[config.mk]
export PLATFORM = sky130hd
export DESIGN_NAME = cn_serial
export DESIGN_NICKNAME = d
export VERILOG_FILES = /design/src/rtl/cn_serial.sv
export SDC_FILE = /design/constraint.sdc
export NUM_CORES = 1
export LEC_CHECK = 0
export BUFFER_PORTS_ARGS = -buffer_cell sky130_fd_sc_hd__buf_2
export CORE_MARGIN = 5
export CORE_UTILIZATION = 35
export DETAILED_ROUTE_END_ITERATION = 8
export GPL_ROUTABILITY_DRIVEN = 0
export GPL_TIMING_DRIVEN = 0
export PLACE_DENSITY_LB_ADDON = 0.12
export RECOVER_POWER = 25
export SLEW_MARGIN = 20
export SYNTH_ARGS = -nofsm -noshare
export SYNTH_HDL_FRONTEND = slang
export SYNTH_SLANG_ARGS = --single-unit
[constraint.sdc]
create_clock -name clk -period 8 [get_ports clk]
set_input_delay 1.2 -clock clk [delete_from_list [all_inputs] [get_ports clk]]
set_output_delay 1.2 -clock clk [all_outputs]
set_load 0.005 [all_outputs]
[src/rtl/cn_serial.sv]
`default_nettype none
// ============================================================================
// Module      : cn_serial
// Description : Serial min-sum LDPC check-node unit. Collects DEG signed
//               variable-to-check messages, then returns DEG check-to-variable
//               messages in edge order together with a parity-check flag.
//               Optional feature macro: CN_OFFSET_EN (offset min-sum).
// Revision    : 1.0 - initial release
// ============================================================================
module cn_serial #(
    parameter int                    INT        = 8,
    parameter int                    FRAC       = 8,
    parameter int                    DATA_WIDTH = 16,
    parameter int                    DEG        = 6,
    parameter logic [DATA_WIDTH-1:0] OFFSET     = DATA_WIDTH'('h40)
) (
    input  logic                   clk,
    input  logic                   rst,
    input  logic                   vr_valid,
    output logic                   vr_ready,
    input  logic [DATA_WIDTH-1:0]  vr_msg,
    output logic                   ch_valid,
    input  logic                   ch_ready,
    output logic [DATA_WIDTH-1:0]  ch_msg,
    output logic [$clog2(DEG)-1:0] ch_idx,
    output logic                   ch_last,
    output logic                   parity_ok
);

    localparam int                    c_cw       = $clog2(DEG);
    localparam logic [c_cw-1:0]       c_last_idx = c_cw'(DEG - 1);
    localparam logic [DATA_WIDTH-1:0] c_mag_max  = {1'b0, {(DATA_WIDTH-1){1'b1}}};
    localparam logic [DATA_WIDTH-1:0] c_most_neg = {1'b1, {(DATA_WIDTH-1){1'b0}}};

    localparam logic [1:0] c_st_idle    = 2'd0;
    localparam logic [1:0] c_st_collect = 2'd1;
    localparam logic [1:0] c_st_emit    = 2'd2;

    logic [1:0]            r_state;
    logic [1:0]            w_state_nxt;
    logic                  r_vr_ready;
    logic                  r_ch_valid;
    logic [DATA_WIDTH-1:0] r_ch_msg;
    logic [c_cw-1:0]       r_ch_idx;
    logic                  r_ch_last;
    logic                  r_parity_ok;

    logic [c_cw-1:0]       r_cnt;
    logic [DATA_WIDTH-1:0] r_min1;
    logic [DATA_WIDTH-1:0] r_min2;
    logic [c_cw-1:0]       r_idx1;
    logic                  r_sgn_acc;
    logic [DEG-1:0]        r_sgn;

    logic                  w_in_fire;
    logic                  w_out_fire;
    logic                  w_load_first;
    logic                  w_load_next;
    logic [DATA_WIDTH-1:0] w_mag;
    logic [DATA_WIDTH-1:0] w_min1_n;
    logic [DATA_WIDTH-1:0] w_min2_n;
    logic [c_cw-1:0]       w_idx1_n;
    logic                  w_sgn_n;
    logic [c_cw-1:0]       w_next_idx;
    logic                  w_unused_cfg;

    // Format parameters only document the Q format; keep them referenced.
    assign w_unused_cfg = ^{OFFSET, 32'(INT), 32'(FRAC)};

    // Output message for one edge: exclude-self minimum, optional offset, then sign.
    function automatic logic [DATA_WIDTH-1:0] f_edge_msg(
        input logic [c_cw-1:0]       j,
        input logic [c_cw-1:0]       idx1,
        input logic [DATA_WIDTH-1:0] min1,
        input logic [DATA_WIDTH-1:0] min2,
        input logic                  neg
    );
        logic [DATA_WIDTH-1:0] m;
        m = (j == idx1) ? min2 : min1;
`ifdef CN_OFFSET_EN
        m = (m > OFFSET) ? (m - OFFSET) : '0;
`endif
        return neg ? (-m) : m;
    endfunction

    // State register plus look-ahead registered handshake outputs.
    always_ff @(posedge clk or posedge rst) begin
        if (rst) begin
            r_state    <= c_st_idle;
            r_vr_ready <= 1'b0;
            r_ch_valid <= 1'b0;
        end else begin
            r_state    <= w_state_nxt;
            r_vr_ready <= (w_state_nxt != c_st_emit);
            r_ch_valid <= (w_state_nxt == c_st_emit);
        end
    end

    // Next-state logic: IDLE -> COLLECT on first input, EMIT after DEG inputs.
    always_comb begin
        w_state_nxt = r_state;
        case (r_state)
            c_st_idle:    if (w_in_fire) w_state_nxt = c_st_collect;
            c_st_collect: if (w_in_fire && (r_cnt == c_last_idx)) w_state_nxt = c_st_emit;
            c_st_emit:    if (w_out_fire && r_ch_last) w_state_nxt = c_st_idle;
            default:      w_state_nxt = c_st_idle;
        endcase
    end

    // Handshake decode and output-register load strobes.
    always_comb begin
        w_in_fire    = vr_valid && r_vr_ready;
        w_out_fire   = r_ch_valid && ch_ready;
        w_load_first = w_in_fire && (r_state == c_st_collect) && (r_cnt == c_last_idx);
        w_load_next  = w_out_fire && !r_ch_last;
    end

    // Saturated magnitude of the incoming message and updated running minima.
    always_comb begin
        if (vr_msg == c_most_neg) begin
            w_mag = c_mag_max;
        end else if (vr_msg[DATA_WIDTH-1]) begin
            w_mag = -vr_msg;
        end else begin
            w_mag = vr_msg;
        end
        w_min1_n = r_min1;
        w_min2_n = r_min2;
        w_idx1_n = r_idx1;
        if (w_mag < r_min1) begin
            w_min2_n = r_min1;
            w_min1_n = w_mag;
            w_idx1_n = r_cnt;
        end else if (w_mag < r_min2) begin
            w_min2_n = w_mag;
        end
        w_sgn_n    = r_sgn_acc ^ vr_msg[DATA_WIDTH-1];
        w_next_idx = r_ch_idx + 1'b1;
    end

    // Running min/sign state: updated per input, re-initialised after the last output.
    always_ff @(posedge clk or posedge rst) begin
        if (rst) begin
            r_cnt     <= '0;
            r_min1    <= c_mag_max;
            r_min2    <= c_mag_max;
            r_idx1    <= '0;
            r_sgn_acc <= 1'b0;
            r_sgn     <= '0;
        end else if (w_in_fire) begin
            r_sgn[r_cnt] <= vr_msg[DATA_WIDTH-1];
            r_sgn_acc    <= w_sgn_n;
            r_min1       <= w_min1_n;
            r_min2       <= w_min2_n;
            r_idx1       <= w_idx1_n;
            r_cnt        <= (r_cnt == c_last_idx) ? '0 : (r_cnt + 1'b1);
        end else if (w_out_fire && r_ch_last) begin
            r_cnt     <= '0;
            r_min1    <= c_mag_max;
            r_min2    <= c_mag_max;
            r_idx1    <= '0;
            r_sgn_acc <= 1'b0;
        end
    end

    // Output registers: edge 0 loads on entry to EMIT, later edges on each accept.
    always_ff @(posedge clk or posedge rst) begin
        if (rst) begin
            r_ch_msg    <= '0;
            r_ch_idx    <= '0;
            r_ch_last   <= 1'b0;
            r_parity_ok <= 1'b0;
        end else if (w_load_first) begin
            r_ch_msg    <= f_edge_msg('0, w_idx1_n, w_min1_n, w_min2_n, w_sgn_n ^ r_sgn[0]);
            r_ch_idx    <= '0;
            r_ch_last   <= 1'b0;
            r_parity_ok <= ~w_sgn_n;
        end else if (w_load_next) begin
            r_ch_msg    <= f_edge_msg(w_next_idx, r_idx1, r_min1, r_min2,
                                      r_sgn_acc ^ r_sgn[w_next_idx]);
            r_ch_idx    <= w_next_idx;
            r_ch_last   <= (w_next_idx == c_last_idx);
        end
    end

    assign vr_ready  = r_vr_ready;
    assign ch_valid  = r_ch_valid;
    assign ch_msg    = r_ch_msg;
    assign ch_idx    = r_ch_idx;
    assign ch_last   = r_ch_last;
    assign parity_ok = r_parity_ok;

endmodule
`default_nettype wire

After elaboration in Yosys (flattened, before gate mapping) --
Index checks and enable logic that the tools add are counted.
Operators by class: magnitude comparators 5, mux-type cells 34, reduce and logical (&&, ||, !) cells 13, bitwise logic cells 4, add/sub/neg operators 5, equal/unequal tests 8
Operators by type and width (count):
- 16-bit two-way mux | 14
- 16-bit negation | 3
- 16-bit less-than comparator | 2
- 3-bit two-way mux | 7
- 16-bit equality test (second input constant) | 1
- 1-bit logical AND | 8
- 3-bit by 4-bit less-than comparator with 1-bit output (second input constant) | 2
- 3-bit by 1-bit adder with 3-bit output (second input constant) | 2
- 6-bit bitwise mux | 1
- 3-bit equality test (second input constant) | 2
- 1-bit two-way mux | 6
- 2-bit two-way mux | 3
- 2-bit one-hot mux with 3 select lines | 1
- 2-bit equality test (second input constant) | 2
- 2-bit nonzero test | 2
- 1-bit binary-select mux with 3-bit select | 1
- 1-bit demux with 3-bit select | 1
- 3-bit equality test | 1
- 3-bit by 1-bit greater-or-equal comparator with 1-bit output (second input constant) | 1
- 3-bit zero test | 1
- 1-bit bitwise XOR | 3
- 2-bit by 1-bit equality test with 1-bit output (second input constant) | 1
- 2-bit zero test | 1
- 2-bit inequality test (second input constant) | 1
- 2 further kinds | 2
Word-level totals: register bits after elaboration 70

Logic depth before layout (Yosys ltp) --
Gate-level depths: netlist (run 1).
depth after elaboration 10, gate-level depth with buffers 22

Least setup slack after synthesis (run 1) --
No wires, ideal clock.
kind in2reg, start point input vr_msg[0], end point register r_ch_msg[14] (netlist: ch_msg[14]), arrival time 5600 ps, setup time 138 ps, stages on the path 19, path slack 2262 ps, buffers on the path 1, cells stage by stage inv_1 ha_1 or3b_1 or4_4 a211oi_2 a31oi_1 ha_1 nand4_1 or2_2 a311o_1 o21ai_4 clkbuf_1 nor2_1 a221oi_1 ha_1 a21boi_1 a41o_1 xnor2_1 a21oi_1
Between the ends: cells in the longest elaborated chain, start to end 10, elaborated cells on any way between the ends 15, classes of those cells add/sub: 2; order compare: 2; eq/ne: 1; mux: 9; reduce/logical: 1
Ends and longest elaborated chain:
- from (decl) | line 21 | input logic [DATA_WIDTH-1:0] vr_msg,
- 16-bit negation | line 123 | w_mag = -vr_msg;
- 16-bit two-way mux | line 122 | end else if (vr_msg[DATA_WIDTH-1]) begin
- 16-bit two-way mux * | line 120 | if (vr_msg == c_most_neg) begin
- 16-bit less-than comparator (on tied branches) | line 130, 134
- 3-bit two-way mux or 16-bit two-way mux (tied branches) | line 130, 134
- 3-bit zero test or 16-bit two-way mux (tied branches) | line 79, 130
- 16-bit two-way mux * | line 79 | m = (j == idx1) ? min2 : min1;
- 16-bit negation | line 83 | return neg ? (-m) : m;
- 16-bit two-way mux * | line 83
- 16-bit two-way mux * | line 173 | end else if (w_load_first) begin
- to (signal assigned) | line 174 | r_ch_msg <= f_edge_msg('0, w_idx1_n, w_min1_n, w_min2_n, w_sgn_n ^ r_sgn[0]);
- to (signal assigned) | line 179 | r_ch_msg <= f_edge_msg(w_next_idx, r_idx1, r_min1, r_min2,
- to (decl) | line 43 | logic [DATA_WIDTH-1:0] r_ch_msg;
Every way passes the cells marked *; elsewhere a longest branch is shown, timed or not. A chain may end at the register's enable or synchronous reset.

Worst setup path after layout (run 1) --
start point input vr_msg[3], end point register r_ch_msg[12] (netlist: ch_msg[12])
Same word-level chain as after synthesis.

==> results of run 1 <==
-- metal layers --
metal | up-vias | wire length, um
met5 | - | 0
met4 | 0 | 472
met3 | 31 | 1750
met2 | 268 | 8810
met1 | 2858 | 9720
li1 | 2853 | -
-- flip-flops by register name, summed over array words and instances, names as in the netlist --
signal and cells:
ch_idx 3, r_min1 16, vr_ready 1, r_idx1 3, r_min2 16, ch_msg 16
r_cnt 3, r_sgn_acc 1, ch_last 1, r_sgn 6, r_state 2, ch_valid 1
parity_ok 1
-- cells by family after synthesis --
family	after synthesis
and+or+nand+nor	240
AOI/OAI and AO/OA	239
buffers and inverters	89
DFF	70
xor gates and xnor gates	42
adders and majority gates	35
muxes	27
-- layout by cell type, fill, tap and decap left out, drive strengths merged, types with 4 or more instances in the layout --
cell type / count
nor2: 92
mux2i: 14
nor3: 21
o221a: 5
dfrtp: 40
a31oi: 17
nand2: 58
a41oi: 4
buf: 51
a211oi: 23
nand2b: 4
a22oi: 7
ha: 35
clkbuf: 41
a31o: 5
o21ai: 40
a22o: 4
xnor2: 24
o31ai: 7
or3: 10
nand3: 12
o211ai: 15
or4: 4
mux2: 12
nand4: 6
nor4: 7
inv: 51
or2: 4
dfstp: 30
xor2: 17
a21oi: 73
-- power by group --
group	switching, mW	leakage (nW)	internal [mW]	total (mW)
logic	1.32	1.96	0.790	2.11
clock network	0.175	0.149	0.252	0.427
registers	0.153	0.814	0.552	0.705
-- worst reg2reg max path, cell delays in order, from the launching register on --
cell and delay (ps):
dfrtp_1 380, clkbuf_1 330, inv_1 90, ha_1 360
xnor2_1 140, nand3_1 170, clkbuf_1 380, buf_1 400
buf_1 440, clkbuf_1 430, mux2i_1 350, ha_1 240
nand3b_1 150, nor3_1 290, and3_1 250, nor2_1 60
xnor2_1 150, a211oi_1 240, a21oi_1 60
-- metrics by stage --
step,worst slack [ps],instance area (um2),total power [mW],cells
global route,724,6930,3.49,1026
detailed placement,729,6650,2.78,1010
CTS,1090,6960,3.22,1026
finish,1020,6930,3.25,1026
floorplan,2260,6120,2.17,742
global placement,761,6610,2.76,1009
-- cell type report --
cell class	instances	area [um2]	share of cell area (%)
timing repair buffer	43	214	3.09
tap	225	282	4.06
buffer	39	151	2.18
clock inverter	6	68.8	0.993
clock buffer	10	239	3.45
sequential	70	1790	25.8
inverter	50	189	2.73
multi-input combinational	583	4000	57.7
-- worst min-delay path by stage --
stage                      end  slack (ps)        from
floorplan           r_min2[15]         450  r_min2[15]
global placement    r_min2[15]         470  r_min2[15]
detailed placement  r_min2[15]         490  r_min2[15]
CTS                 r_min2[15]         500  r_min2[15]
global route        r_min2[15]         520  r_min2[15]
finish              r_min2[15]         500  r_min2[15]
==> results.py, run 1 <==
metrics = {
    "clocking": {
        "h-tree-depth": 3,
        "numCtsBuffers": 9,
        "path_clk_slew_ps": 70,
        "clock_latency_ps": 350,
        "ctsResizeCount": 0,
        "cts_sinks": 70,
        "cts_setup_buffers": 0,
        "cts_tree": "done",
        "root_buffer": "clkbuf_16",
        "holdBufCountCts": 0,
        "clockBufferDepth": 2,
    },
    "routing": {
        "drt_iter0_drc": 555,
        "vias": 6010,
        "routedWlPerCell_um": 20.2,
        "via_per_inst": 5.86,
        "drc": 0,
        "first_pass_iters": 6,
        "finalWirelength_mm": 20.8,
        "ant_nets": 0,
    },
    "finish": {
        "fin_util_pct": 40.2,
        "nets": 851,
        "insertedDiodeCount": 0,
        "fillers": 1760,
        "syn_to_final_growth_pct": 13.2,
        "post_route_cells_drive_above_1_share_pct": 17.7,
    },
    "floorplanning": {
        "die_area_um2": 20200,
        "die_h_um": 142,
        "fp-row-count": 48,
        "coreArea_um2": 17200,
        "die_width_um": 142,
        "io_pins": 43,
        "start_util_pct": 35.5,
    },
    "setup_path": {
        "cp_slowest_stage_delay_ps": 630,
        "path_depth": 18,
        "r2r-start": "ch_idx[0]",
        "start_kind": "input pin",
        "reg2reg_slack_ps": 2950,
        "crit_slowest_cell": "or4_1",
        "path_cells": "buf_2 -> or4_1 -> or3_4 -> o31ai_1 -> mux2i_1 -> ha_1 -> a211oi_1 -> o21ai_0 -> a221oi_2 -> o21ai_4 -> nand2_1 -> nor2_1 -> a221oi_1 -> ha_1 -> a21boi_1 -> a31oi_1 -> xnor2_1 -> a21oi_1",
        "worstSetupPathType": "input pin to register",
        "worstPathArrival_ps": 7200,
        "startpoint": "vr_msg[3]",
        "r2r_end": "ch_msg[12]",
        "end_kind": "register",
        "worst_ep_required_time_ps": 8220,
        "cp_common_cell": "ha_1",
        "critPathCapture": "ch_msg[12]",
        "r2r_cells": 18,
        "critical-path-top-delay-family": "compound AO/OA/AOI/OAI gates",
        "path_buf_inv": 1,
        "path_max_fanout": 10,
    },
    "yosys": {
        "yosysTopAreaCell": "dfrtp_1",
        "synth.ff_latch_count": 70,
        "synth-xor-area-share_pct": 6.23,
        "synth.distinct_cells": 85,
        "syn-cell-area_um2": 6120,
        "synth_top_area_share_pct": 16.4,
        "synthMostInstantiatedCell": "nor2_1",
        "synth-simple-area-share_pct": 19.9,
        "syn_avg_cell_area_um2": 8.25,
        "synth_mux_area_share_pct": 4.93,
        "synth_commonest_cells": "91 x nor2_1, 73 x a21oi_1, 58 x nand2_1, 50 x inv_1, 40 x dfrtp_1",
        "synthesis.nets": 797,
        "async_flop_share_pct": 100,
        "synth_fa_ha_area_share_pct": 7.15,
        "yosysWarnings": 0,
        "ys_seq_area_share_pct": 29.2,
        "synthCells": 742,
        "synth_top_family_by_area": "compound AO/OA/AOI/OAI gates",
        "ys.flop_type": "dfrtp_1",
        "synth_compound_area_share_pct": 27.0,
        "synth_area_leaders": "dfrtp_1 16%, dfstp_2 13%, ha_1 7.2%, a21oi_1 6.0%, nor2_1 5.6%",
        "synth_edf_count": 0,
    },
    "grt": {
        "overflow": 0,
        "grt_util_all_layers_pct": 20.7,
        "grt_use_met3_pct": 4.00,
        "antenna_found_initial": 0,
        "grt_busiest_layer": "met2",
        "use_met1_pct": 29.5,
        "grt_pass1_wl_mm": 32.8,
        "grtUsageMet2_pct": 31.2,
        "grt_max_degree": 48,
        "grt_pass1_vias": 5889,
    },
    "placed_design": {
        "place_hpwl_mm": 16.3,
        "numPortBuffers": 42,
    },
    "pwr": {
        "p_leak_nw": 2.93,
        "ir_drop_mv": 0.154,
        "power_density_nw_per_um2": 468,
    },
    "timing": {
        "fin_crit_ps": 6980,
        "slew_violations": 48,
        "timing.hold.ws_ps": 499,
        "finalHoldViolations": 0,
        "max_freq_mhz": 143,
        "skew_ps": 8.42,
        "relSlewSlack_pct": -84.4,
        "finalCritPeriodShare_pct": 87.2,
        "setup-violations-final": 0,
        "rsz0062_at_grt": "no",
        "fin_tns_setup_ps": 0,
        "tightest_slew_ps": 2770,
    },
    "min_path": {
        "min_path_type": "register to register",
        "hold_depth": 2,
    },
    "run_status": {
        "violations": "capacitance limit, slew limit",
        "status": "finished with violations",
    },
    "flow_run": {
        "cap_violations": 1,
    },
}
Note: power is estimated with default switching activity, not from simulation.
==> inputs of run 2 (changes only) <==
--- a/config.mk
+++ b/config.mk
@@ -6,6 +6,8 @@
 export NUM_CORES = 1
 export LEC_CHECK = 0
 export BUFFER_PORTS_ARGS = -buffer_cell sky130_fd_sc_hd__buf_2
+export CELL_PAD_IN_SITES_DETAIL_PLACEMENT = 0
+export CELL_PAD_IN_SITES_GLOBAL_PLACEMENT = 1
 export CORE_MARGIN = 5
 export CORE_UTILIZATION = 35
 export DETAILED_ROUTE_END_ITERATION = 8
==> constraint.sdc (replaced) <==
create_clock -name clk -period 7.41 [get_ports clk]
set_input_delay 1.1115 -clock clk [delete_from_list [all_inputs] [get_ports clk]]
set_output_delay 1.1115 -clock clk [all_outputs]
set_load 0.005 [all_outputs]
==> results.py, run 2 (synthesized netlist as in run 1, its figures left out) <==
metrics = {
    "floorplanning": {
        "die_area_um2": 20200,
        "io_pins": 43,
        "start_util_pct": 35.5,
        "die_h_um": 142,
        "fp-row-count": 48,
        "die_width_um": 142,
        "coreArea_um2": 17200,
    },
    "finish": {
        "fillers": 1785,
        "layout_common_cells": "91 x nor2_1, 73 x a21oi_1, 58 x nand2_1",
        "syn_to_final_growth_pct": 12.8,
        "insertedDiodeCount": 0,
        "seq_area_um2": 1790,
        "nets": 851,
        "multi_input_area_um2": 4000,
        "post_route_cells_drive_above_1_share_pct": 17.7,
        "mostFrequentLayoutCell": "nor2_1",
        "fin_cells": 1026,
    },
    "timing": {
        "max_freq_mhz": 143,
        "fin_ws_ps": 416,
        "rsz0062_at_grt": "no",
        "tightest_slew_ps": 3050,
        "finalHoldViolations": 0,
        "slew_violations": 55,
        "fin_tns_setup_ps": 0,
        "finalCritPeriodShare_pct": 94.4,
        "skew_ps": 10.6,
        "fin_crit_ps": 6990,
        "setup-violations-final": 0,
        "relSlewSlack_pct": -104,
    },
    "setup_path": {
        "path_buf_inv": 2,
        "start_kind": "input pin",
        "path_cells": "buf_2 -> or4_1 -> or3_4 -> o31ai_1 -> mux2i_1 -> ha_1 -> a21oi_1 -> a2bb2oi_1 -> nand3_1 -> a21oi_1 -> buf_2 -> mux2i_1 -> nor2_1 -> a221oi_1 -> ha_1 -> a21boi_1 -> a41o_1 -> xnor2_1 -> a21oi_1",
        "end_kind": "register",
        "critical-path-top-delay-family": "compound AO/OA/AOI/OAI gates",
        "crit_slowest_cell": "or4_1",
        "worstPathArrival_ps": 7210,
        "cp_slowest_stage_delay_ps": 640,
        "worst_ep_required_time_ps": 7620,
        "cp_common_cell": "a21oi_1",
        "path_max_fanout": 10,
        "worstSetupPathType": "input pin to register",
    },
    "pwr": {
        "power.switching_mw": 1.81,
        "comb_power_share_pct": 65.8,
        "pwr-share-clk_pct": 12.3,
        "power_density_nw_per_um2": 506,
        "p_int_mw": 1.68,
        "sw_frac_of_total_pct": 51.8,
        "ir_drop_mv": 0.173,
        "seq_power_share_pct": 21.9,
        "p_leak_nw": 2.91,
    },
    "grt": {
        "overflow": 0,
        "grt_util_all_layers_pct": 21.4,
        "grtUsageMet2_pct": 32.5,
        "antenna_found_initial": 0,
        "grt_use_met3_pct": 2.62,
        "grt_pass1_vias": 5735,
        "grt_pass1_wl_mm": 33.5,
        "grt_max_degree": 55,
        "use_met1_pct": 31.9,
        "grt_busiest_layer": "met2",
    },
    "routing": {
        "routedWlPerCell_um": 20.9,
        "drc": 0,
        "ant_nets": 0,
        "via_per_inst": 5.80,
        "finalWirelength_mm": 21.5,
        "drt_iter0_drc": 553,
        "first_pass_iters": 5,
        "vias": 5955,
    },
    "min_path": {
        "min_path_type": "register to register",
    },
    "clocking": {
        "cts_sinks": 70,
        "ctsResizeCount": 0,
        "clockBufferDepth": 2,
        "holdBufCountCts": 0,
        "path_clk_slew_ps": 60,
        "numCtsBuffers": 9,
        "cts_tree": "done",
        "clock_latency_ps": 350,
        "cts_setup_buffers": 0,
        "root_buffer": "clkbuf_16",
        "h-tree-depth": 3,
    },
    "placed_design": {
        "dp_slack_ps": 98.3,
        "dp_cells": 1010,
        "place_hpwl_mm": 17.0,
        "numPortBuffers": 42,
    },
    "run_status": {
        "violations": "capacitance limit, slew limit",
        "status": "finished with violations",
    },
    "flow_run": {
        "cap_violations": 1,
    },
}
[run 2: cell types whose count changed in the layout (fill, tap and decap cells not counted), sizes merged]
cell    previous run  this run
clkinv             2         4
bufinv             1         0
clkbuf            41        40
[run 2: worst reg2reg max path, cell delays in order, from the launching register on]
cell and delay, ps:
dfrtp_1 370, clkbuf_1 330, inv_1 80, ha_1 360
xnor2_1 140, nand3_1 190, clkbuf_1 390, buf_1 410
buf_1 430, clkbuf_1 470, mux2i_1 360, ha_1 250
nand3b_1 150, nor3_1 300, and3_1 250, nor2_1 60
xnor2_1 150, a211oi_1 250, a21oi_1 60
[run 2: final timing paths]
check	from	endpoint	slack (ps)	depth (start not counted)
worst min register to register	r_state[1]	r_state[0]	500	1
worst min-delay path	r_state[1]	r_state[0]	500	1
max in group asynchronous	rst	ch_idx[2]	3270	3
worst max-delay path	vr_msg[3]	ch_msg[14]	420	19
worst max register to register	ch_idx[0]	ch_msg[12]	2270	18
min in group asynchronous	rst	ch_msg[5]	850	2
[run 2: layout make-up]
class | instances | area share (%)
Timing Repair Buffer | 43 | 3.10
Buffer | 39 | 2.19
Inverter | 50 | 2.74
Sequential cell | 70 | 25.9
Tap cell | 225 | 4.08
Multi-Input combinational cell | 583 | 57.9
Clock buffer | 9 | 3.26
Clock inverter | 7 | 0.851
[run 2: per-layer routing]
metal / up-vias / part of all wire, %
met1: 2846 / 48
met2: 225 / 43
met5: - / 0
met3: 29 / 7.1
met4: 0 / 1.9
li1: 2855 / -
[run 2: power by group through the flow]
stage / Combinational [mW] / Sequential [mW] / Clock (mW)
after global routing: 2.50 / 0.786 / 0.449
final: 2.30 / 0.765 / 0.428
after floorplan: 1.64 / 0.707 / 0
after global placement: 2.25 / 0.759 / 0
after detailed placement: 2.26 / 0.765 / 0
after CTS: 2.27 / 0.759 / 0.434
[run 2: metrics by stage]
step,util (%),cell area (um2),hold WS [ps],total power [mW]
6_report,40.1,6910,501,3.49
3_3_place_gp,38.4,6610,470,3.01
5_1_grt,40.1,6910,521,3.74
2_1_floorplan,-,6120,450,2.35
4_1_cts,40.2,6930,502,3.46
3_5_place_dp,38.5,6640,488,3.02
